===== src/rtl/temporizador_pkg.sv =====
// temporizador_pkg: shared states, flag encodings and default width for the RGB phase timer.
package temporizador_pkg;
   localparam int W_DEF = 5;
   typedef enum logic [1:0] {IDLE, RED, GREEN, BLUE} state_t;
   localparam logic [2:0] FLAG_NONE = 3'b000;
   localparam logic [2:0] FLAG_R    = 3'b001;
   localparam logic [2:0] FLAG_G    = 3'b010;
   localparam logic [2:0] FLAG_B    = 3'b100;
   function automatic logic [2:0] flag_of(state_t s);
      return s == RED ? FLAG_R : s == GREEN ? FLAG_G : s == BLUE ? FLAG_B : FLAG_NONE;
   endfunction
endpackage


===== src/rtl/temporizador_edge.sv =====
// temporizador_edge: rising-edge detector, reset clears the history so a high input counts as an edge.
module temporizador_edge (
   input  logic clk,
   input  logic rst,
   input  logic i_sig,
   output logic o_rise
);
   logic r_d;
   always_ff @(posedge clk or posedge rst)
      if (rst) r_d <= 1'b0;
      else     r_d <= i_sig;
   assign o_rise = i_sig & ~r_d;
endmodule


===== src/rtl/temporizador.sv =====
// temporizador: one R->G->B pass per enter edge, each phase held for its latched cycle count.
module temporizador
   import temporizador_pkg::*;
#(
   parameter int W = W_DEF
) (
   input  logic         clk,
   input  logic         rst,
   input  logic         enter,
   input  logic [W-1:0] ciclos_R,
   input  logic [W-1:0] ciclos_G,
   input  logic [W-1:0] ciclos_B,
   output logic [2:0]   flags
);
   localparam logic [W-1:0] ONE = {{(W-1){1'b0}}, 1'b1};
   state_t       r_state, w_next;
   logic [W-1:0] r_cnt, r_lat_r, r_lat_g, r_lat_b;
   logic [W-1:0] w_r, w_g, w_b, w_load;
   logic         w_start, w_idle, w_adv;
   temporizador_edge u_edge (
      .clk   (clk),
      .rst   (rst),
      .i_sig (enter),
      .o_rise(w_start)
   );
   // In IDLE the live inputs stand in for the latches so the first phase starts on the start edge.
   always_comb begin
      w_idle = r_state == IDLE;
      w_r    = w_idle ? ciclos_R : r_lat_r;
      w_g    = w_idle ? ciclos_G : r_lat_g;
      w_b    = w_idle ? ciclos_B : r_lat_b;
      w_adv  = w_idle ? w_start : r_cnt == '0;
      w_next = r_state;
      if (w_adv)
         w_next = (w_idle && w_r != '0) ? RED :
                  ((w_idle || r_state == RED) && w_g != '0) ? GREEN :
                  (r_state != BLUE && w_b != '0) ? BLUE : IDLE;
      w_load = w_next == RED ? w_r - ONE : w_next == GREEN ? w_g - ONE :
               w_next == BLUE ? w_b - ONE : '0;
   end
   always_ff @(posedge clk or posedge rst) begin
      if (rst) begin
         r_state <= IDLE;
         flags   <= FLAG_NONE;
         r_cnt   <= '0;
         r_lat_r <= '0;
         r_lat_g <= '0;
         r_lat_b <= '0;
      end else begin
         r_state <= w_next;
         flags   <= flag_of(w_next);
         r_cnt   <= w_adv ? w_load : w_idle ? r_cnt : r_cnt - ONE;
         if (w_idle && w_start) begin
            r_lat_r <= ciclos_R;
            r_lat_g <= ciclos_G;
            r_lat_b <= ciclos_B;
         end
      end
   end
endmodule


===== config.mk =====
export PLATFORM = sky130hd
export DESIGN_NAME = temporizador
export DESIGN_NICKNAME = d
export VERILOG_FILES = /design/src/rtl/temporizador_pkg.sv /design/src/rtl/temporizador_edge.sv /design/src/rtl/temporizador.sv
export SDC_FILE = /design/constraint.sdc
export NUM_CORES = 1
export LEC_CHECK = 0
export CORE_MARGIN = 3
export CORE_UTILIZATION = 55
export DETAILED_ROUTE_END_ITERATION = 7
export HOLD_SLACK_MARGIN = 0.15
export PLACE_DENSITY = 0.78
export SYNTH_ARGS = -nofsm -noshare
export SYNTH_HDL_FRONTEND = slang
export SYNTH_SLANG_ARGS = --single-unit
export TNS_END_PERCENT = 50

===== constraint.sdc =====
create_clock -name clk -period 3.5 [get_ports clk]
set_clock_uncertainty 0.05 [all_clocks]
set_input_delay 0.7 -clock clk [delete_from_list [all_inputs] [get_ports clk]]
set_output_delay 0.7 -clock clk [all_outputs]
set_load 0.02 [all_outputs]

# Word level (Yosys, flattened, before mapping)
# Index checks and enable logic that the tools add are counted.
# classes
n_mux	16
n_reduce_logical	10
eq_ne	6
n_bitwise	2
add_sub_neg	4
# ops
operator	count
$mux W5	8
$sub A5 B1 Y5 const B	4
$reduce_bool A5 Y1	3
$mux W3	3
$mux W2	4
$logic_not A5 Y1	1
$eq A2 B1 Y1 const B	2
$eq A2 B2 Y1 const B	2
$logic_and A1 B1 Y1	4
$logic_not A2 Y1	1
$ne A2 B1 Y1 const B	1
$ne A2 B2 Y1 const B	1
$and A1 B1 Y1	1
$logic_or A1 B1 Y1	1
$mux W1	1
$not A1 Y1	1
# totals
reg_bits	26
in_bits	18
elab_cells	45
output_inout_bits	3

# Depth between registers and ports, before layout
# Gate-level depths: netlist of the first run.
# depth
depth_word	13
ltp_mapped	10
mapped_depth_nobuf	8

# Cells and area by module
# From an unflattened synthesis of the first run, not the netlist that was laid out.
# hier_totals
hier_cells	204
area_unflattened_um2	1764.2
# by_module_without_submodules
mod	cells_per_inst	n_inst	area_per_inst_um2
temporizador	201	1	1721.7
temporizador_edge	3	1	42.5

# Worst setup path before layout of the first run
# No wires, ideal clock.
# synth_timing
path_kind	flip-flop to flip-flop
startpoint	reg r_state[0]
endpoint	reg r_cnt[3]
t_arrival_ps	2544
n_path_buf	2
required_time_ps	3322
path_stages_with_launch	11
setup_slack_ps	777
synth_period_minus_slack_ps	2723
path_cell_list	dfrtp_1 -> buf_2 -> nor2_2 -> buf_4 -> mux2i_1 -> ha_1 -> nor3b_1 -> a221o_1 -> o22ai_1 -> a221oi_1 -> o22ai_1
# synth_between
elab_chain_cells	13
word_cells_on_any_way	29
# synth_rtl
item	line_no	rtl
start: declaration	temporizador.sv:16	state_t r_state, w_next;
start signal: assignment	temporizador.sv:50	r_state <= w_next;
$logic_not A2 Y1	temporizador.sv:28	w_idle = r_state == IDLE;
$mux W5	temporizador.sv:31	w_b = w_idle ? ciclos_B : r_lat_b;
$reduce_bool A5 Y1	temporizador.sv:37	(r_state != BLUE && w_b != '0) ? BLUE : IDLE;
$logic_and A1 B1 Y1	temporizador.sv:37	
$mux W2	temporizador.sv:37	
$mux W2	temporizador.sv:36	((w_idle || r_state == RED) && w_g != '0) ? GREEN :
$mux W2	temporizador.sv:35	w_next = (w_idle && w_r != '0) ? RED :
$mux W2	temporizador.sv:34	if (w_adv)
$eq A2 B2 Y1	temporizador.sv:39	w_next == BLUE ? w_b - ONE : '0;
$mux W5	temporizador.sv:39	
$mux W5 (2 in a row)	temporizador.sv:38	w_load = w_next == RED ? w_r - ONE : w_next == GREEN ? w_g - ONE :
$mux W5	temporizador.sv:52	r_cnt <= w_adv ? w_load : w_idle ? r_cnt : r_cnt - ONE;
end signal: assignment	temporizador.sv:52	
end: declaration	temporizador.sv:17	logic [W-1:0] r_cnt, r_lat_r, r_lat_g, r_lat_b;
# Several ways; a longest one is shown, not always the timed one.
# A chain may end at the register's enable or synchronous reset.

# Worst setup path in the final report of the first run
# layout_timing
startpoint	in ciclos_G[0]
endpoint	reg r_cnt[3]
# layout_between
elab_chain_cells	11
word_cells_on_any_way	14
# layout_rtl
item	line_no	rtl
start: declaration	temporizador.sv:11	input logic [W-1:0] ciclos_G,
$mux W5 *	temporizador.sv:30	w_g = w_idle ? ciclos_G : r_lat_g;
$reduce_bool A5 Y1	temporizador.sv:36	
$logic_and A1 B1 Y1	temporizador.sv:36	
$mux W2	temporizador.sv:36	
$mux W2	temporizador.sv:35	
$mux W2	temporizador.sv:34	
$eq A2 B2 Y1	temporizador.sv:39	
$mux W5	temporizador.sv:39	
$mux W5	temporizador.sv:38	
$mux W5 *	temporizador.sv:38	
$mux W5 *	temporizador.sv:52	
# Every way passes the cells marked *; elsewhere a longest branch is shown, timed or not.

==> summary.txt, run 1 <==
Logic synthesis
  – Leading area contributor after synthesis: dfrtp_1
  – Synth Instances: 177
  – Distinct cells, synth: 48
  – Number of synthesized flops with an enable pin: 0
  – Synth area leaders: dfrtp_1 (35%), mux2_1 (9.7%), mux2i_1 (7.0%)
  – Synthesized flop and latch total: 26
  – Mapped Area: 1851 µm²
  – Yosys top cell area share: 35.16%
  – Syn_nets: 201
  – Ys Warns: 0
  – Sequential share of the synthesized area: 35.16%
  – Asr flop ratio synth: 100.0%
  – Synthesized area per cell: 10.45 µm²
  – Top FF cell, synth: dfrtp_1

Hold path
  – WHS Endpoint: r_lat_g[0]$_DFFE_PP0P_
  – WHS Path Cells: 1
  – Worst hold path type: flop to flop
  – Hold Startpoint: r_lat_g[0]$_DFFE_PP0P_

Setup path
  – CP startpoint: ciclos_G[0]
  – Critical Path RT: 3.66 ns
  – CP max FO: 6
  – Reg2reg path depth: 9
  – Worst Setup Start Kind: input pin
  – Worst reg2reg setup slack: 0.73 ns
  – Reg2reg start: r_state[1]$_DFF_PP0_
  – CP arrival: 2.99 ns
  – CP Class: input pin to flop
  – Worst R2R End: r_cnt[3]$_DFFE_PP0P_
  – Worst Setup End Kind: flop

Placed design
  – Hpwl dp: 3270 µm
  – Post-DP Area: 2111 µm²
  – Port-buffer cells: 20
  – Placed insts: 240
  – Placement Setup Slack: 0.3308 ns
  – RePlAce Congestion: 0.9868

GRT
  – Total gr overflow: 0
  – Initial antenna violation count: 0
  – Largest net degree at the start of global routing: 27
  – First-pass GRT wire length: 7169 µm
  – GRT Util Overall: 21.94%
  – Vias in the first global route: 1504

Floorplanning
  – DIE AREA: 4097 µm²
  – Row count: 20
  – # IOs: 21
  – Die X: 64.01 µm
  – Core Area: 3128 µm²
  – Initial Utilization: 59.16%
  – Die height: 64.01 µm

Timing
  – Period utilisation layout: 80.92%
  – Worst hold slack: 0.4875 ns
  – Final Hold Fails: 0
  – Rel. slew slack: 36.11%
  – Max Slew Vio Count: 0
  – Worst Max-Slew Pin Slew: 0.9573 ns
  – Unrepaired setup endpoints after global routing: no
  – Final setup fails: 0
  – Setup tns final: 0 ns
  – Min cycle time layout: 2.832 ns
  – Worst setup margin: 0.6678 ns
  – Max Freq: 353.1 MHz

Pwr
  – Sequential power share: 32.5%
  – Tot Pwr: 1.750 mW
  – Combinational share of power: 60.3%
  – Peak VDD IR: 0.0003534 V
  – Pint: 0.9700 mW
  – Clock power frac: 7.2%
  – Cell area power density: 820.2 nW/µm²
  – Sw Share: 44.56%
  – Leakage power: 0.9253 nW
  – P_sw: 0.7797 mW

Detailed routing
  – Antenna-violating nets left: 0
  – Router iterations before antenna repair: 4
  – Final wirelength: 4080 µm
  – Wire length per cell: 16.79 µm
  – Vias: 1491
  – Average via count per standard cell: 6.136
  – Initial DRC count: 60
  – DR DRC count: 0

Cells and area
  – Core Util, Final: 68.20%
  – # fillers: 250
  – Cell area after layout: 2133 µm²
  – Final #Nets: 225
  – Area occupied by multi-input gates: 1137 µm²
  – Layout area overhead: 15.28%
  – Post-Layout Cell Count: 243
  – # diodes: 0
  – Reg area: 650.6 µm²
  – Layout cell share with drive strength beyond 1: 9.045%

Clocking
  – Root Buffer: clkbuf_4
  – Clock tree buffer depth: 2
  – H-tree depth: 1
  – CTS Hold Bufs: 0
  – CTS tree: built
  – Postcts setup bufs: 0
  – CTS sink cnt: 26
  – CTS resizes: 0
  – TritonCTS buffer count: 3
  – CTS clk-pin slew, worst paths: 0.13 ns
  – Worst skew pair latency: 0.32 ns

Status
  – Status: finished clean

Job
  – Number of max-cap violations: 0
## cell families after synthesis
family,after synthesis,synth area share [%]
AOI/OAI and AO/OA,42,18.05
xor gates and xnor gates,12,5.679
adders and majority gates,6,4.057
buffers and inverters,14,3.381
DFF,26,35.16
muxes,30,17.38
and+or+nand+nor,47,16.30
## layout by cell type (no fill, tap or decap), types with 2 or more instances in the layout
master	n
buf_4	5
mux2i_1	13
or3_1	3
xor2_1	2
inv_1	7
nand2b_1	3
xnor2_1	10
ha_1	6
clkbuf_4	3
nand2_1	9
a21o_1	2
nor3_1	6
a221oi_1	5
a31oi_1	2
clkdlybuf4s50_1	20
mux2_1	16
o21ai_1	2
nor3b_1	4
dfrtp_1	26
nor2_1	10
o22ai_1	6
nor4b_4	3
a21oi_1	10
## routing by layer
metal / vias up / global-route usage [%] / share of wire, %
li1: 709 / - / -
met3: 8 / 3.163 / 3.7
met5: - / 0 / 0
met2: 39 / 36.90 / 51
met4: 0 / 5.660 / 1.2
met1: 735 / 29.45 / 44
## cell type report
cell class / instances / area share (%)
Sequential cell: 26 / 30.50
Multi-Input combinational cell: 137 / 53.31
Timing Repair Buffer: 25 / 11.14
Inverter: 8 / 1.408
Tap cell: 44 / 2.581
Clock buffer: 3 / 1.056
## registers in the layout, indices dropped and copies added, names as in the netlist
| name | flops |
|---|---|
| r_state | 2 |
| flags | 3 |
| r_lat_g | 5 |
| r_lat_r | 5 |
| r_cnt | 5 |
| u_edge.r_d | 1 |
| r_lat_b | 5 |
## power groups by stage
stage / logic, mW / clock network, mW / registers, mW
after floorplan: 0.775 / 0 / 0.561
after global placement: 1.01 / 0 / 0.564
after detailed placement: 1.05 / 0 / 0.573
after CTS: 1.05 / 0.130 / 0.565
after global routing: 1.16 / 0.143 / 0.590
final: 1.05 / 0.126 / 0.569
## critical path, stage by stage
cell and delay [ns]:
clkdlybuf4s50_1 0.45, mux2i_1 0.26, ha_1 0.27, nor4b_1 0.41, a221o_1 0.33, o22ai_1 0.16
a221oi_1 0.31, o22ai_1 0.11
## synthesized netlist by cell type (2+ instances only)
master,count
a21o_1,2
a21oi_1,10
a221oi_1,5
a31oi_1,2
buf_2,5
dfrtp_1,26
ha_1,6
inv_1,7
mux2_1,16
mux2i_1,13
nand2_1,9
nand2b_1,3
nor2_1,10
nor3_1,6
nor3b_1,4
nor4b_4,3
o21ai_1,2
o22ai_1,6
or3_1,3
xnor2_1,10
xor2_1,2
## how the worst max path moves through the flow
| stage | endpoint |
|---|---|
| floorplan | r_cnt[3]$_DFFE_PP0P_ |
| global placement | r_cnt[3]$_DFFE_PP0P_ |
| detailed placement | r_cnt[3]$_DFFE_PP0P_ |
| CTS | r_cnt[3]$_DFFE_PP0P_ |
| global route | r_cnt[3]$_DFFE_PP0P_ |
| finish | r_cnt[3]$_DFFE_PP0P_ |
Note: power is estimated with default switching activity, not from simulation.
==> inputs of run 2 (changes only) <==
Clock period 3.5 ns to 2.93 ns, I/O delays scaled along.
==> summary.txt, run 2 (synthesis results as in run 1) <==
Status
  – Status: finished clean

Detailed routing
  – Final wirelength: 4348 µm (+6.6%)
  – DR DRC count: 0 (unchanged)
  – Average via count per standard cell: 6.116 (-0.32%)
  – Vias: 1529 (+2.5%)
  – Router iterations before antenna repair: 6 (+2)
  – Initial DRC count: 92 (+53%)
  – Antenna-violating nets left: 0 (unchanged)
  – Wire length per cell: 17.39 µm (+3.6%)

Setup path
  – CP Class: flop to flop
  – Critical Path RT: 3.09 ns (-0.57 ns)
  – Worst R2R End: r_cnt[1]$_DFFE_PP0P_
  – Reg2reg start: r_state[1]$_DFF_PP0_
  – Worst reg2reg setup slack: 0.21 ns (-0.52 ns)
  – CP max FO: 5 (-1)
  – CP arrival: 2.88 ns (-0.11 ns)
  – Worst Setup End Kind: flop
  – Worst Setup Start Kind: flop
  – Reg2reg path depth: 10 (+1)

Timing
  – Min cycle time layout: 2.724 ns
  – Rel. slew slack: 56.37% (+20 points)
  – Worst setup margin: 0.2057 ns (-0.4621 ns)
  – Unrepaired setup endpoints after global routing: no
  – Worst Max-Slew Pin Slew: 0.6506 ns (-0.3067 ns)
  – Final setup fails: 0 (unchanged)
  – Final Hold Fails: 0 (unchanged)
  – Max Freq: 367.1 MHz
  – Period utilisation layout: 92.98%
  – Setup tns final: 0 ns (unchanged)
  – Max Slew Vio Count: 0 (unchanged)

GRT
  – First-pass GRT wire length: 7396 µm (+3.2%)
  – Largest net degree at the start of global routing: 27 (unchanged)
  – Vias in the first global route: 1605 (+6.7%)
  – Initial antenna violation count: 0 (unchanged)
  – GRT Util Overall: 22.94% (+1.0 points)
  – Total gr overflow: 0 (unchanged)

Cells and area
  – Most frequent cells in the layout: dfrtp_1 (26), clkdlybuf4s50_1 (20), mux2_1 (16), buf_4 (12), mux2i_1 (11)
  – Area occupied by multi-input gates: 1159 µm² (+1.9%)
  – # fillers: 226 (-9.6%)
  – Reg area: 650.6 µm² (unchanged)
  – Final #Nets: 232 (+3.1%)
  – Layout area overhead: 19.27%
  – Layout cell share with drive strength beyond 1: 14.56% (+5.5 points)
  – Post-Layout Cell Count: 250 (+2.9%)
  – # diodes: 0 (unchanged)
  – Commonest non-fill, non-tap cell in the layout: dfrtp_1

Placed design
  – Hpwl dp: 3425 µm (+4.7%)
  – Placed insts: 247 (+2.9%)
  – Port-buffer cells: 20 (unchanged)
  – RePlAce Congestion: 0.8812 (-11%)
  – Placement Setup Slack: -0.03144 ns (-0.3622 ns)

Pwr
  – Cell area power density: 991.7 nW/µm² (+21%)
  – Tot Pwr: 2.189 mW (+25%)
  – Leakage power: 0.9635 nW (+4.1%)
  – Peak VDD IR: 0.0004719 V (+34%)

Clocking
  – H-tree depth: 1 (unchanged)
  – Root Buffer: clkbuf_4
  – TritonCTS buffer count: 3 (unchanged)
  – Clock tree buffer depth: 2 (unchanged)
  – CTS sink cnt: 26 (unchanged)
  – Postcts setup bufs: 0 (unchanged)
  – CTS Hold Bufs: 0 (unchanged)
  – CTS tree: built
  – CTS clk-pin slew, worst paths: 0.14 ns (about the same)
  – Worst skew pair latency: 0.32 ns (about the same)

Floorplanning
  – DIE AREA: 4097 µm² (unchanged)
  – Core Area: 3128 µm² (unchanged)
  – Die height: 64.01 µm (unchanged)
  – Row count: 20 (unchanged)
  – Die X: 64.01 µm (unchanged)
  – Initial Utilization: 59.16% (unchanged)
  – # IOs: 21 (unchanged)

Hold path
  – WHS Path Cells: 1 (unchanged)
  – WHS Endpoint: r_lat_r[4]$_DFFE_PP0P_
  – Worst hold path type: flop to flop
  – Hold Startpoint: r_lat_r[4]$_DFFE_PP0P_

Job
  – Number of max-cap violations: 0 (unchanged)
[run 2: cell types whose count changed in the layout (fill, tap and decap cells not counted)]
cell,change
buf_4,+7
nor4b_1,-1
nor4b_2,+1
mux2i_2,+2
ha_1,-1
nor3b_1,-1
ha_2,+1
mux2i_1,-2
nor3b_2,+1
[run 2: how the worst max path moves through the flow]
stage                         start  slack (ns)                    to
2_1_floorplan  r_state[0]$_DFF_PP0_        0.21  r_cnt[3]$_DFFE_PP0P_
3_3_place_gp            ciclos_B[1]        0.08  r_cnt[1]$_DFFE_PP0P_
3_5_place_dp            ciclos_B[1]       -0.03  r_cnt[1]$_DFFE_PP0P_
4_1_cts        r_state[1]$_DFF_PP0_        0.16  r_cnt[1]$_DFFE_PP0P_
5_1_grt        r_state[1]$_DFF_PP0_        0.02  r_cnt[1]$_DFFE_PP0P_
6_report       r_state[1]$_DFF_PP0_        0.21  r_cnt[1]$_DFFE_PP0P_
[run 2: final cells by class]
class                   count  share of cell area [%]
repair buffers             32                   13.15
inverters                   8                   1.361
clock buffers               3                   1.020
multi-input cells         137                   52.49
flip-flops and latches     26                   29.48
well taps                  44                   2.494
[run 2: timing repair]
action | in CTS | in global routing
endpoints found under the setup margin | 0 | 1
resized for setup | 0 | 5
hold endpoints to repair | 0 | 0
[run 2: worst max-delay path: stages, from the launching register on]
cell	delay (ns)
dfrtp_1	0.41
nor2_2	0.21
buf_4	0.21
mux2i_2	0.26
ha_2	0.26
inv_1	0.06
o41ai_2	0.39
buf_4	0.19
a311oi_4	0.05
a31o_1	0.25
a221oi_1	0.27
[run 2: power breakdown]
group	internal [mW]	total, mW	switching [mW]
logic	0.639	1.34	0.705
registers	0.527	0.691	0.164
clock network	0.0482	0.154	0.106
[run 2: routing by layer]
metal | vias up | wire length [µm] | track usage (%)
li1 | 724 | - | -
met2 | 55 | 2125 | 39.61
met1 | 733 | 1850 | 28.20
met3 | 17 | 248 | 4.218
met4 | 0 | 124 | 8.625
met5 | - | 0 | 0
[run 2: per-stage QoR]
stage / instance area (µm²) / util (%) / hold WS, ns
floorplan: 1851 / - / 0.4298
global placement: 2163 / 69.16 / 0.4478
detailed placement: 2163 / 69.16 / 0.4542
CTS: 2186 / 69.88 / 0.4844
global route: 2207 / 70.56 / 0.5196
finish: 2207 / 70.56 / 0.4924
==> inputs of run 3 (changes only) <==
Settings changed: GPL_TIMING_DRIVEN set to 0, PLACE_DENSITY 0.78 to 0.86.
==> summary.txt, run 3 (synthesis results as in run 1) <==
Status
  – Status: finished clean

Detailed routing
  – Final wirelength: 4639 µm (+6.7%)
  – Wire length per cell: 18.78 µm (+8.0%)
  – Initial DRC count: 105 (+14%)
  – Vias: 1559 (+2.0%)
  – Router iterations before antenna repair: 4 (-2)
  – Antenna-violating nets left: 0 (unchanged)
  – DR DRC count: 0 (unchanged)
  – Average via count per standard cell: 6.312 (+3.2%)

Floorplanning
  – Core Area: 3128 µm² (unchanged)
  – Initial Utilization: 59.16% (unchanged)
  – Die X: 64.01 µm (unchanged)
  – Die height: 64.01 µm (unchanged)
  – DIE AREA: 4097 µm² (unchanged)
  – # IOs: 21 (unchanged)
  – Row count: 20 (unchanged)

Setup path
  – CP max FO: 10 (+5)
  – Worst Setup Start Kind: flop
  – Reg2reg start: r_state[1]$_DFF_PP0_
  – Critical-path top delay cell: o41ai_4
  – Reg2reg path depth: 10 (unchanged)
  – Crit path capture: r_cnt[1]$_DFFE_PP0P_
  – CP startpoint: r_state[1]$_DFF_PP0_
  – CP peak stage delay: 0.45 ns (+0.04 ns)
  – CP Class: flop to flop
  – Worst Setup End Kind: flop
  – Worst R2R End: r_cnt[1]$_DFFE_PP0P_
  – CP cell instances: buf_2 > nor2_4 > buf_8 > mux2i_2 > ha_2 > inv_1 > o41ai_4 > a31oi_2 > o31ai_4 > a221oi_2
  – Worst reg2reg setup slack: 0.15 ns (-0.06 ns)
  – CP arrival: 2.96 ns (+0.08 ns)
  – Critical Path RT: 3.11 ns (+0.02 ns)

Pwr
  – Sequential power share: 29.9% (-1.7 points)
  – Sw Share: 44.58% (+0.049 points)
  – Clock power frac: 10.7% (+3.7 points)
  – P_sw: 1.073 mW (+10%)
  – Leakage power: 0.9893 nW (+2.7%)
  – Cell area power density: 1047 nW/µm² (+5.6%)
  – Pint: 1.335 mW (+9.9%)
  – Tot Pwr: 2.408 mW (+10%)
  – Combinational share of power: 59.3% (-2.1 points)
  – Peak VDD IR: 0.0006133 V (+30%)

Cells and area
  – Commonest non-fill, non-tap cell in the layout: dfrtp_1
  – # diodes: 0 (unchanged)
  – Cell area after layout: 2300 µm² (+4.2%)
  – Most frequent cells in the layout: dfrtp_1 (25), clkdlybuf4s50_1 (20), mux2_1 (16), mux2i_1 (11)
  – Layout area overhead: 24.27%
  – Core Util, Final: 73.52% (+3.0 points)
  – Layout cell share with drive strength beyond 1: 18.23% (+3.7 points)
  – # fillers: 226 (unchanged)
  – Post-Layout Cell Count: 247 (-1.2%)
  – Final #Nets: 228 (-1.7%)

GRT
  – GRT met2 Usage: 43.23% (+3.6 points)
  – GRT Util Overall: 23.83% (+0.90 points)
  – First-pass GRT wire length: 7548 µm (+2.1%)
  – Largest net degree at the start of global routing: 27 (unchanged)
  – Total gr overflow: 0 (unchanged)
  – Global routing's busiest layer: met2
  – Initial antenna violation count: 0 (unchanged)
  – Vias in the first global route: 1512 (-5.8%)
  – Met1 Use GR: 30.31% (+2.1 points)
  – Grt met3 use: 2.636% (-1.6 points)

Clocking
  – CTS clk-pin slew, worst paths: 0.14 ns (about the same)
  – CTS Hold Bufs: 0 (unchanged)
  – CTS sink cnt: 26 (unchanged)
  – TritonCTS buffer count: 3 (unchanged)
  – Root Buffer: clkbuf_4
  – CTS tree: built
  – H-tree depth: 1 (unchanged)
  – Clock tree buffer depth: 2 (unchanged)
  – Worst skew pair latency: 0.35 ns (+0.03 ns)

Timing
  – Final Hold Fails: 0 (unchanged)
  – Unrepaired setup endpoints after global routing: no
  – Rel. slew slack: 33.07% (-23 points)
  – Min cycle time layout: 2.781 ns (+0.05694 ns)
  – Max Slew Vio Count: 0 (unchanged)
  – Final setup fails: 0 (unchanged)
  – Worst Max-Slew Pin Slew: 1.003 ns (+0.3523 ns)
  – Period utilisation layout: 94.92% (+1.9 points)
  – Max Freq: 359.6 MHz (-2.0%)

Placed design
  – Hpwl dp: 3347 µm (-2.3%)
  – Port-buffer cells: 20 (unchanged)
  – RePlAce Congestion: 0.9150 (+3.8%)
  – Post-DP Area: 2106 µm² (-2.7%)
  – Placed insts: 241 (-2.4%)

Job
  – Number of max-cap violations: 0 (unchanged)

Hold path
  – Worst hold path type: flop to flop
[run 3: critical path: cells and delay by family (launching register included)]
kind | cells | cell delay, ns
buf+inv | 3 | 0.48
compound gates | 4 | 1.01
simple gates | 1 | 0.17
fa+ha+maj | 1 | 0.27
mux | 1 | 0.29
flops | 1 | 0.40
[run 3: power by group through the flow]
| stage | Clock [mW] | Combinational (mW) | Sequential (mW) |
|---|---|---|---|
| floorplan | 0 | 0.926 | 0.670 |
| global placement | 0 | 1.20 | 0.671 |
| detailed placement | 0 | 1.23 | 0.689 |
| CTS | 0.261 | 1.30 | 0.688 |
| global route | 0.271 | 1.53 | 0.746 |
| finish | 0.258 | 1.43 | 0.721 |
[run 3: worst min-delay path by stage]
stage | from | cells past startpoint | slack (ns) | to
after floorplan | r_lat_r[4]$_DFFE_PP0P_ | 1 | 0.43 | r_lat_r[4]$_DFFE_PP0P_
after global placement | r_lat_b[0]$_DFFE_PP0P_ | 1 | 0.45 | r_lat_b[0]$_DFFE_PP0P_
after detailed placement | r_lat_b[1]$_DFFE_PP0P_ | 1 | 0.46 | r_lat_b[1]$_DFFE_PP0P_
after CTS | r_lat_b[1]$_DFFE_PP0P_ | 1 | 0.49 | r_lat_b[1]$_DFFE_PP0P_
after global routing | r_lat_r[4]$_DFFE_PP0P_ | 1 | 0.52 | r_lat_r[4]$_DFFE_PP0P_
final | r_lat_b[0]$_DFFE_PP0P_ | 1 | 0.49 | r_lat_b[0]$_DFFE_PP0P_
[run 3: layer usage]
metal | wire (µm) | vias up
met5 | 0 | -
met4 | 67 | 0
met3 | 304 | 7
met2 | 2397 | 72
met1 | 1870 | 761
li1 | - | 719
[run 3: area by class of cell]
type	count	area, µm²	area share, %
Tap cell	44	55.05	2.394
Multi-Input combinational cell	137	1252	54.46
Sequential cell	26	651.9	28.35
Clock inverter	1	30.03	1.306
Inverter	8	30.03	1.306
Buffer	5	35.03	1.523
Timing Repair Buffer	23	222.7	9.684
Clock buffer	3	22.52	0.9793
[run 3: what timing repair did]
item	CTS	global route
buffers inserted	2	1
gates resized for setup	8	15
endpoints found under the setup margin	7	8
pin swaps	2	5
hold endpoints to repair	0	0
[run 3: stage by stage]
| stage | hold slack [ns] | TNS, ns | worst slack [ns] |
|---|---|---|---|
| 3_3_place_gp | 0.4455 | -0.7899 | -0.2836 |
| 6_report | 0.4897 | 0 | 0.1488 |
| 5_1_grt | 0.5192 | 0 | 0.04636 |
| 4_1_cts | 0.4926 | 0 | 0.07215 |
| 3_5_place_dp | 0.4598 | -1.133 | -0.3914 |
| 2_1_floorplan | 0.4298 | 0 | 0.2071 |
==> edit, RTL diff (settings of run 1) <==
The package constant `W_DEF` goes from 5 to 7.
--- a/src/rtl/temporizador_pkg.sv
+++ b/src/rtl/temporizador_pkg.sv
@@ -1,5 +1,5 @@
 // temporizador_pkg: shared states, flag encodings and default width for the RGB phase timer.
 package temporizador_pkg;
-   localparam int W_DEF = 5;
+   localparam int W_DEF = 7;
    typedef enum logic [1:0] {IDLE, RED, GREEN, BLUE} state_t;
    localparam logic [2:0] FLAG_NONE = 3'b000;
Ports: changed (resized ciclos_B, ciclos_G and ciclos_R); port bits go from 21 to 27. The function was not compared with the original's and may differ.
==> edit against run 1 <==
  * Largest power group unchanged
  * Die area rose by 28%
  * Routed wire length up 55%
  * Setup slack worse by 250 ps
  * Total power grew 38%
  * Synthesized cell count up 64%
  * Global-route usage rose by 4.2 points
  * Critical path depth increased by 2
  * Cell area rose by 34%
  * Area after synthesis grew 32%
  * Sequential cell count increased by 8
  * First-iteration DRC count increased to 2.7 times the old value
==> edit: results <==
group,metric,value,unit
status,status,"finished clean",
critical_path,r2r_cells,10,
critical_path,crit_family,"simple AND/OR/NAND/NOR gates",
cells_and_area,nets,353,
pwr,p_leak,1.22,nW
synthesis,netlist_top_cells_area,"dfrtp_1 35%, nand2_1 13%, mux2i_1 5.8%",
clock_network,cts-root-buf,"clkbuf_8",
placed_design,post-dp-hpwl,4980,µm
cells_and_area,drive_gt1_share,9.91,%
critical_path,r2r_slack,490,ps
placed_design,dp_slack,132,ps
placed_design,placed_cell_area,2780,µm²
critical_path,worst_ep_arrival_time,3260,ps
synthesis,synthTopCellsByCount,"86 x nand2_1, 34 x dfrtp_1, 14 x mux2i_1, 14 x o21ai_0, 13 x nor2_1",
placed_design,portBuffers,26,
sta,tightest_slew,710,ps
synthesis,ys_seq_area_share,34.9,%
placed_design,gp_congestion,0.956,
hold_path,whs_path_depth,2,
synthesis,yosys.cell_types.count,54,
hold_path,hp-start,"r_lat_b[6]",
grt,grt_usage,26.2,%
hold_path,hold_end,"r_lat_b[6]",
grt,grt_pass1_vias,2161,
clock_network,clkLatencyLatePin,290,ps
critical_path,worstReg2RegStart,"r_state[0]",
synthesis,syn_area_per_cell,8.37,µm²
cells_and_area,area_growth,17.2,%
grt,grt_max_degree,22,
clock_network,htreeDepth,2,
clock_network,clk_pin_slew,60,ps
routing,viasPerCell,5.96,
pwr,vdd_drop_max,0.000476,V
grt,grt_pass1_wl,10500,µm
synthesis,postSynthNetCount,321,
edit: metal layers:
layer	up-vias	routed length [µm]	GRT usage, %
met5	-	0	0
met4	0	170	11.9
met3	21	366	4.57
met2	89	2980	39.8
met1	1028	2810	36.3
li1	1084	-	-
edit: worst min-delay path, cell delays in order, from the launching register on:
cell and delay [ps]:
dfrtp_1 340, nand2_1 50, nand2_1 60
edit: layout make-up:
type / count / area share (%)
Multi-Input combinational cell: 236 / 52.4
Clock buffer: 7 / 2.67
Inverter: 11 / 1.45
Tap cell: 50 / 2.19
Timing Repair Buffer: 35 / 11.5
Sequential cell: 34 / 29.8
edit: power by group:
group	switching, mW	leakage [nW]	total (mW)	internal [mW]
Combinational	0.788	0.764	1.40	0.612
Sequential	0.165	0.419	0.736	0.571
Clock	0.139	0.0383	0.276	0.137
edit: cells by family after synthesis:
family          share of synthesized area, %
simple gates                            27.5
compound gates                          16.7
flops                                   34.9
buf+inv                                 3.70
xor+xnor                                7.19
mux                                     6.83
fa+ha+maj                               3.08
